$ cat src/rtl/fc_pkg.sv
// fc_pkg: shared definitions for the fully-connected (fc) classifier blocks.
//   fc_state_e  - neuron controller states
//   acc_width() - accumulator width that cannot overflow for a given neuron
//   saturate()  - clamp a wide signed value into a signed field of 'width' bits
package fc_pkg;

    typedef enum logic [1:0] {
        IDLE = 2'd0,
        ACC  = 2'd1,
        FIN  = 2'd2,
        OUT  = 2'd3
    } fc_state_e;

    // Widest intermediate handled by saturate(); callers sign-extend into it.
    localparam int unsigned SAT_W = 128;

    function automatic int acc_width(input int in_w, input int w_w, input int n_in);
        return in_w + w_w + $clog2(n_in) + 1;
    endfunction

    // Result is sign-extended to SAT_W; callers keep the low 'width' bits.
    function automatic logic signed [SAT_W-1:0] saturate(input logic signed [SAT_W-1:0] value,
                                                         input int unsigned width);
        logic signed [SAT_W-1:0] hi;
        logic signed [SAT_W-1:0] lo;
        // 0111..1 shifted right leaves exactly width-1 ones: 2^(width-1)-1.
        hi = $signed({1'b0, {(SAT_W-1){1'b1}}}) >>> (SAT_W - width);
        lo = ~hi;
        if (value > hi) begin
            return hi;
        end else if (value < lo) begin
            return lo;
        end
        return value;
    endfunction

endpackage

$ cat src/rtl/fc_lane_dot.sv
// fc_lane_dot: combinational signed dot product of LANES activation/weight pairs.
//   x_i   - LANES packed signed activations (IN_W each), lane 0 in the LSBs
//   w_i   - LANES packed signed weights (W_W each), lane 0 in the LSBs
//   sum_o - signed sum of products, IN_W+W_W+clog2(LANES) bits, never overflows
module fc_lane_dot #(
    parameter int LANES = 4,
    parameter int IN_W  = 30,
    parameter int W_W   = 9
) (
    input  logic [LANES*IN_W-1:0]                 x_i,
    input  logic [LANES*W_W-1:0]                  w_i,
    output logic [IN_W+W_W+$clog2(LANES)-1:0]     sum_o
);

    localparam int PROD_W = IN_W + W_W;
    localparam int SUM_W  = IN_W + W_W + $clog2(LANES);

    logic signed [PROD_W-1:0] prod [LANES];
    logic signed [SUM_W-1:0]  sum_c;

    always_comb begin
        for (int unsigned i = 0; i < LANES; i++) begin
            prod[i] = $signed(x_i[i*IN_W +: IN_W]) * $signed(w_i[i*W_W +: W_W]);
        end
    end

    // Written as a linear chain; synthesis rebalances it into a tree.
    always_comb begin
        sum_c = '0;
        for (int unsigned i = 0; i < LANES; i++) begin
            sum_c = sum_c + SUM_W'(prod[i]);
        end
    end

    assign sum_o = sum_c;

endmodule

$ cat src/rtl/fc_neuron_stream.sv
// fc_neuron_stream: one fully-connected neuron, y = sat(relu(sum(x*w) + b)).
// Operands stream in as LANES-wide beats; N_IN/LANES beats make one neuron.
//   clk, rst             - clock, synchronous active-high reset
//   start, relu_en, b    - begin computation (IDLE only); ReLU enable and bias latched with start
//   in_valid/in_ready    - operand beat handshake; x, w hold LANES packed signed lanes
//   out_valid/out_ready  - result handshake; y is the saturated OUT_W-bit result
//   busy                 - not IDLE
//   done                 - one-cycle pulse after y is consumed
module fc_neuron_stream
    import fc_pkg::*;
#(
    parameter int N_IN  = 3136,
    parameter int LANES = 4,
    parameter int IN_W  = 30,
    parameter int W_W   = 9,
    parameter int B_W   = 9,
    parameter int OUT_W = 38
) (
    input  logic                  clk,
    input  logic                  rst,
    input  logic                  start,
    input  logic                  relu_en,
    input  logic [B_W-1:0]        b,
    input  logic                  in_valid,
    output logic                  in_ready,
    input  logic [LANES*IN_W-1:0] x,
    input  logic [LANES*W_W-1:0]  w,
    output logic                  out_valid,
    input  logic                  out_ready,
    output logic [OUT_W-1:0]      y,
    output logic                  busy,
    output logic                  done
);

    localparam int ACC_W = acc_width(IN_W, W_W, N_IN);
    localparam int DOT_W = IN_W + W_W + $clog2(LANES);
    localparam int BEATS = N_IN / LANES;
    localparam int CNT_W = (BEATS > 1) ? $clog2(BEATS) : 1;
    localparam logic [CNT_W-1:0] LAST_BEAT = CNT_W'(BEATS - 1);

    fc_state_e               state_q, state_d;
    logic signed [ACC_W-1:0] acc_q, acc_d;
    logic [CNT_W-1:0]        cnt_q, cnt_d;
    logic signed [B_W-1:0]   b_q, b_d;
    logic                    relu_q, relu_d;
    logic [OUT_W-1:0]        y_q, y_d;
    logic                    done_q, done_d;

    logic signed [DOT_W-1:0] dot;
    logic signed [SAT_W-1:0] res;
    logic signed [SAT_W-1:0] res_sat;

    fc_lane_dot #(
        .LANES (LANES),
        .IN_W  (IN_W),
        .W_W   (W_W)
    ) u_dot (
        .x_i   (x),
        .w_i   (w),
        .sum_o (dot)
    );

    always_ff @(posedge clk) begin
        if (rst) begin
            state_q <= IDLE;
            acc_q   <= '0;
            cnt_q   <= '0;
            b_q     <= '0;
            relu_q  <= 1'b0;
            y_q     <= '0;
            done_q  <= 1'b0;
        end else begin
            state_q <= state_d;
            acc_q   <= acc_d;
            cnt_q   <= cnt_d;
            b_q     <= b_d;
            relu_q  <= relu_d;
            y_q     <= y_d;
            done_q  <= done_d;
        end
    end

    always_comb begin
        state_d = state_q;
        acc_d   = acc_q;
        cnt_d   = cnt_q;
        b_d     = b_q;
        relu_d  = relu_q;
        y_d     = y_q;
        done_d  = 1'b0;
        res     = SAT_W'(acc_q) + SAT_W'(b_q);
        if (relu_q && res[SAT_W-1]) begin
            res = '0;
        end
        res_sat = saturate(res, OUT_W);

        unique case (state_q)
            IDLE: begin
                if (start) begin
                    state_d = ACC;
                    acc_d   = '0;
                    cnt_d   = '0;
                    b_d     = $signed(b);
                    relu_d  = relu_en;
                end
            end
            ACC: begin
                if (in_valid) begin
                    acc_d = acc_q + ACC_W'(dot);
                    cnt_d = cnt_q + CNT_W'(1);
                    if (cnt_q == LAST_BEAT) begin
                        state_d = FIN;
                    end
                end
            end
            FIN: begin
                y_d     = res_sat[OUT_W-1:0];
                state_d = OUT;
            end
            OUT: begin
                if (out_ready) begin
                    state_d = IDLE;
                    done_d  = 1'b1;
                end
            end
            default: state_d = IDLE;
        endcase
    end

    // All outputs decode registered state only: no path from in_valid/out_ready.
    assign in_ready  = (state_q == ACC);
    assign out_valid = (state_q == OUT);
    assign busy      = (state_q != IDLE);
    assign done      = done_q;
    assign y         = y_q;

endmodule
$ cat config.mk
export PLATFORM = sky130hd
export DESIGN_NAME = fc_neuron_stream
export DESIGN_NICKNAME = d
export VERILOG_FILES = /design/src/rtl/fc_pkg.sv /design/src/rtl/fc_lane_dot.sv /design/src/rtl/fc_neuron_stream.sv
export SDC_FILE = /design/constraint.sdc
export NUM_CORES = 2
export LEC_CHECK = 0
export ABC_AREA = 1
export CAP_MARGIN = 25
export CORE_AREA = 2 2 311 313
export CTS_BUF_LIST = sky130_fd_sc_hd__clkbuf_4 sky130_fd_sc_hd__clkbuf_8
export DETAILED_ROUTE_END_ITERATION = 12
export DIE_AREA = 0 0 313 315
export PLACE_DENSITY = 0.74
export SLEW_MARGIN = 10
export SYNTH_ARGS = -nofsm -noshare
export SYNTH_HDL_FRONTEND = slang
export SYNTH_SLANG_ARGS = --single-unit
$ cat constraint.sdc
create_clock -name clk -period 11.7 [get_ports clk]
set_input_delay 2.34 -clock clk [delete_from_list [all_inputs] [get_ports clk]]
set_output_delay 2.34 -clock clk [all_outputs]
set_load 0.02 [all_outputs]
==> impl_metrics.py <==
metrics = {
    "critical_path": {
        "r2r_setup_slack_ns": 5.52,
        "worst-path-stages": 27,
        "crit_arrival_ns": 11.40,
        "end_kind": "flop",
        "cp_max_fo": 20,
        "r2r-end": "acc_q[47]",
        "crit_path_end": "acc_q[46]",
        "cp_slowest_cell": "clkdlybuf4s50_1",
        "crit_family": "adder cells",
        "crit_buf_inv": 9,
        "r2r-start": "acc_q[9]",
        "critPathLaunch": "w[1]",
        "required_ns": 12.06,
        "startpoint_type": "primary input",
        "ff2ff_path_depth": 27,
        "slowest_delay_ns": 0.92,
        "crit_type": "in -> reg",
    },
    "logic_synthesis": {
        "ys_types": 52,
        "synth_compound_area_frac": 0.0537,
        "synth_fa_ha_area_frac": 0.557,
        "synthTopCellsByArea": "fa_1 (49%), inv_1 (14%), nand2_1 (12%)",
        "muxShareOfSynthArea": 0,
        "synth_edf_count": 0,
        "synth_top_area_frac": 0.487,
        "synthCells": 6337,
        "synth_nets": 7978,
        "synth.avg_cell_area_um2": 7.76,
        "synth_area_leader_cell": "fa_1",
        "yosysMostFrequentCell": "inv_1",
        "ys_seq_area_frac": 0.0460,
        "synth-main-ff-cell": "dfxtp_1",
        "synth_simple_gate_area_frac": 0.176,
        "syn_area_mm2": 0.0492,
        "synth_top_family_by_area": "adder cells",
        "synth_common_cells": "inv_1 (1821), nand2_1 (1596), fa_1 (1196)",
        "synth_seq_cells": 113,
        "synth_xor_area_frac": 0.00445,
        "yosysWarnings": 0,
        "postSynth.asyncResetShare": 0,
    },
    "clocking": {
        "cts_tree": "built",
        "cts_setup_buffers": 0,
        "cts_buffer_depth": 2,
        "cts-root-buf": "clkbuf_8",
        "cts_made_buffers": 17,
        "h-tree-depth": 4,
        "cts.sinks": 113,
        "hold_buffers": 0,
        "clock_latency_ns": 0.52,
        "path_clk_slew_ns": 0.08,
    },
    "sta": {
        "fmax_ghz": 0.0905,
        "fin_setup_tns_ns": 0,
        "period_share": 0.944,
        "worst_slew_pin_slew_ns": 1.09,
        "hold_violations": 0,
        "slew_headroom": 0.275,
        "fin_skew_ns": 0.0217,
        "rsz0062_at_grt": "false",
        "setup_viol_count_final": 0,
        "drv_slew": 0,
        "layout_min_cycle_time_ns": 11.05,
    },
    "detailed_routing": {
        "vias_per_cell": 5.09,
        "ant_nets": 0,
        "drt-total-wl_um": 133000,
        "wire_per_inst_um": 17.4,
        "drc_errors": 0,
        "via_count": 38900,
        "drt-initial-drc-count": 2707,
        "dr.pass1.iters": 6,
    },
    "global_route": {
        "grt_max_degree": 59,
        "grt_pass1_vias": 41500,
        "grt_pass1_wl_um": 221000,
        "gr-total-overflow": 0,
        "antenna_found_initial": 22,
        "track_usage": 0.284,
    },
    "floorplan": {
        "fp-row-count": 114,
        "initial_utilization": 0.514,
        "ios": 213,
        "dieArea_mm2": 0.0986,
        "die_w_um": 313,
        "die_h_um": 315,
        "core_mm2": 0.0957,
    },
    "layout": {
        "fillers": 8885,
        "syn_to_final_growth_pct": 7.34,
        "final_area_mm2": 0.0528,
        "drive_gt1_frac": 0.0433,
        "final_nets": 7999,
        "layout.cells.non_filler": 7650,
    },
    "flow_run": {
        "drv_cap": 0,
    },
    "placement": {
        "portBuffers": 212,
        "placed_area_mm2": 0.0522,
        "dp_cells": 7609,
        "routabilityCongestion": 0.986,
        "hpwlAfterDp_um": 119000,
    },
    "run_status": {
        "status": "finished, final reports clean",
    },
    "min_path": {
        "hold_class": "reg -> reg",
    },
}
==> worst min-delay path by stage <==
stage,start,to,depth (start not counted)
after floorplan,cnt_q[9],cnt_q[9],2
after global placement,cnt_q[9],cnt_q[9],2
after detailed placement,y[37],y[37],2
after CTS,y[37],y[37],2
after global routing,cnt_q[9],cnt_q[9],2
final,y[37],y[37],2
==> what timing repair did <==
| action | CTS | global route |
|---|---|---|
| resized for setup | 0 | 4 |
| endpoints found under the hold margin | 0 | 0 |
| setup endpoints to repair | 0 | 1 |
==> per-stage QoR <==
step,hold WS (ns),setup WS [ns],util
floorplan,0.439,2.23,-
global placement,0.448,0.0175,0.545
detailed placement,0.459,-0.0438,0.546
CTS,0.473,0.479,0.550
global route,0.487,0.163,0.551
finish,0.475,0.652,0.551
==> registers in the layout, summed over array words and instances (netlist names) <==
register and flops:
state_q 2, b_q 9, relu_q 1, cnt_q 10, done 1, acc_q 52
y 38
==> logic make-up after synthesis <==
family,Yosys count
AOI/OAI and AO/OA,470
xor gates and xnor gates,25
adders and majority gates,1470
buffers and inverters,2114
DFF,113
and+or+nand+nor,2145
==> layout make-up <==
cell class                      count  area [um^2]  area share
Tap cell                         1276         1600      0.0303
Timing Repair Buffer              271         2670      0.0505
Inverter                         1845         6930       0.131
Antenna cell                        3         7.51    0.000142
Clock inverter                     14          150     0.00285
Sequential cell                   113         2260      0.0429
Multi-Input combinational cell   4110        38900       0.737
Clock buffer                       18          248     0.00470
==> tightest hold or removal path, cell delays in order (launching register included) <==
cell     delay [ns]
dfxtp_1        0.32
nand2_1        0.06
a21oi_1        0.05
==> metal layers <==
| metal | track usage | wire [um] |
|---|---|---|
| met5 | 0 | 206 |
| met4 | 0.0689 | 3250 |
| met3 | 0.0549 | 10700 |
| met2 | 0.467 | 63200 |
| met1 | 0.391 | 55600 |
==> cells in the final DEF, fill, tap and decap left out, drive strengths merged, types with 2 or more instances in the layout <==
cell type,Yosys,layout
and2,7,7
nand3,76,76
nand4,19,19
or2,94,94
a31oi,22,22
xor2,10,10
a221oi,2,2
o21bai,9,9
diode,0,3
a211oi,2,2
a21o,30,30
clkbuf,249,18
and3,2,2
clkinvlp,0,3
clkdlybuf4s50,0,208
dfxtp,113,113
fa,1196,1196
nor3,21,21
buf,20,60
a21boi,3,3
dlymetal6s2s,0,3
clkinv,2,6
o21ai,158,158
nand3b,7,7
bufinv,0,2
inv,1843,1848
ha,274,274
nand2,1603,1603
a21oi,236,236
o21a,3,3
nor2,309,309
xnor2,15,15
nor4,6,6
Power is not shown: default switching activity piles up to over one toggle a cycle in this logic, so the estimate is an artifact.
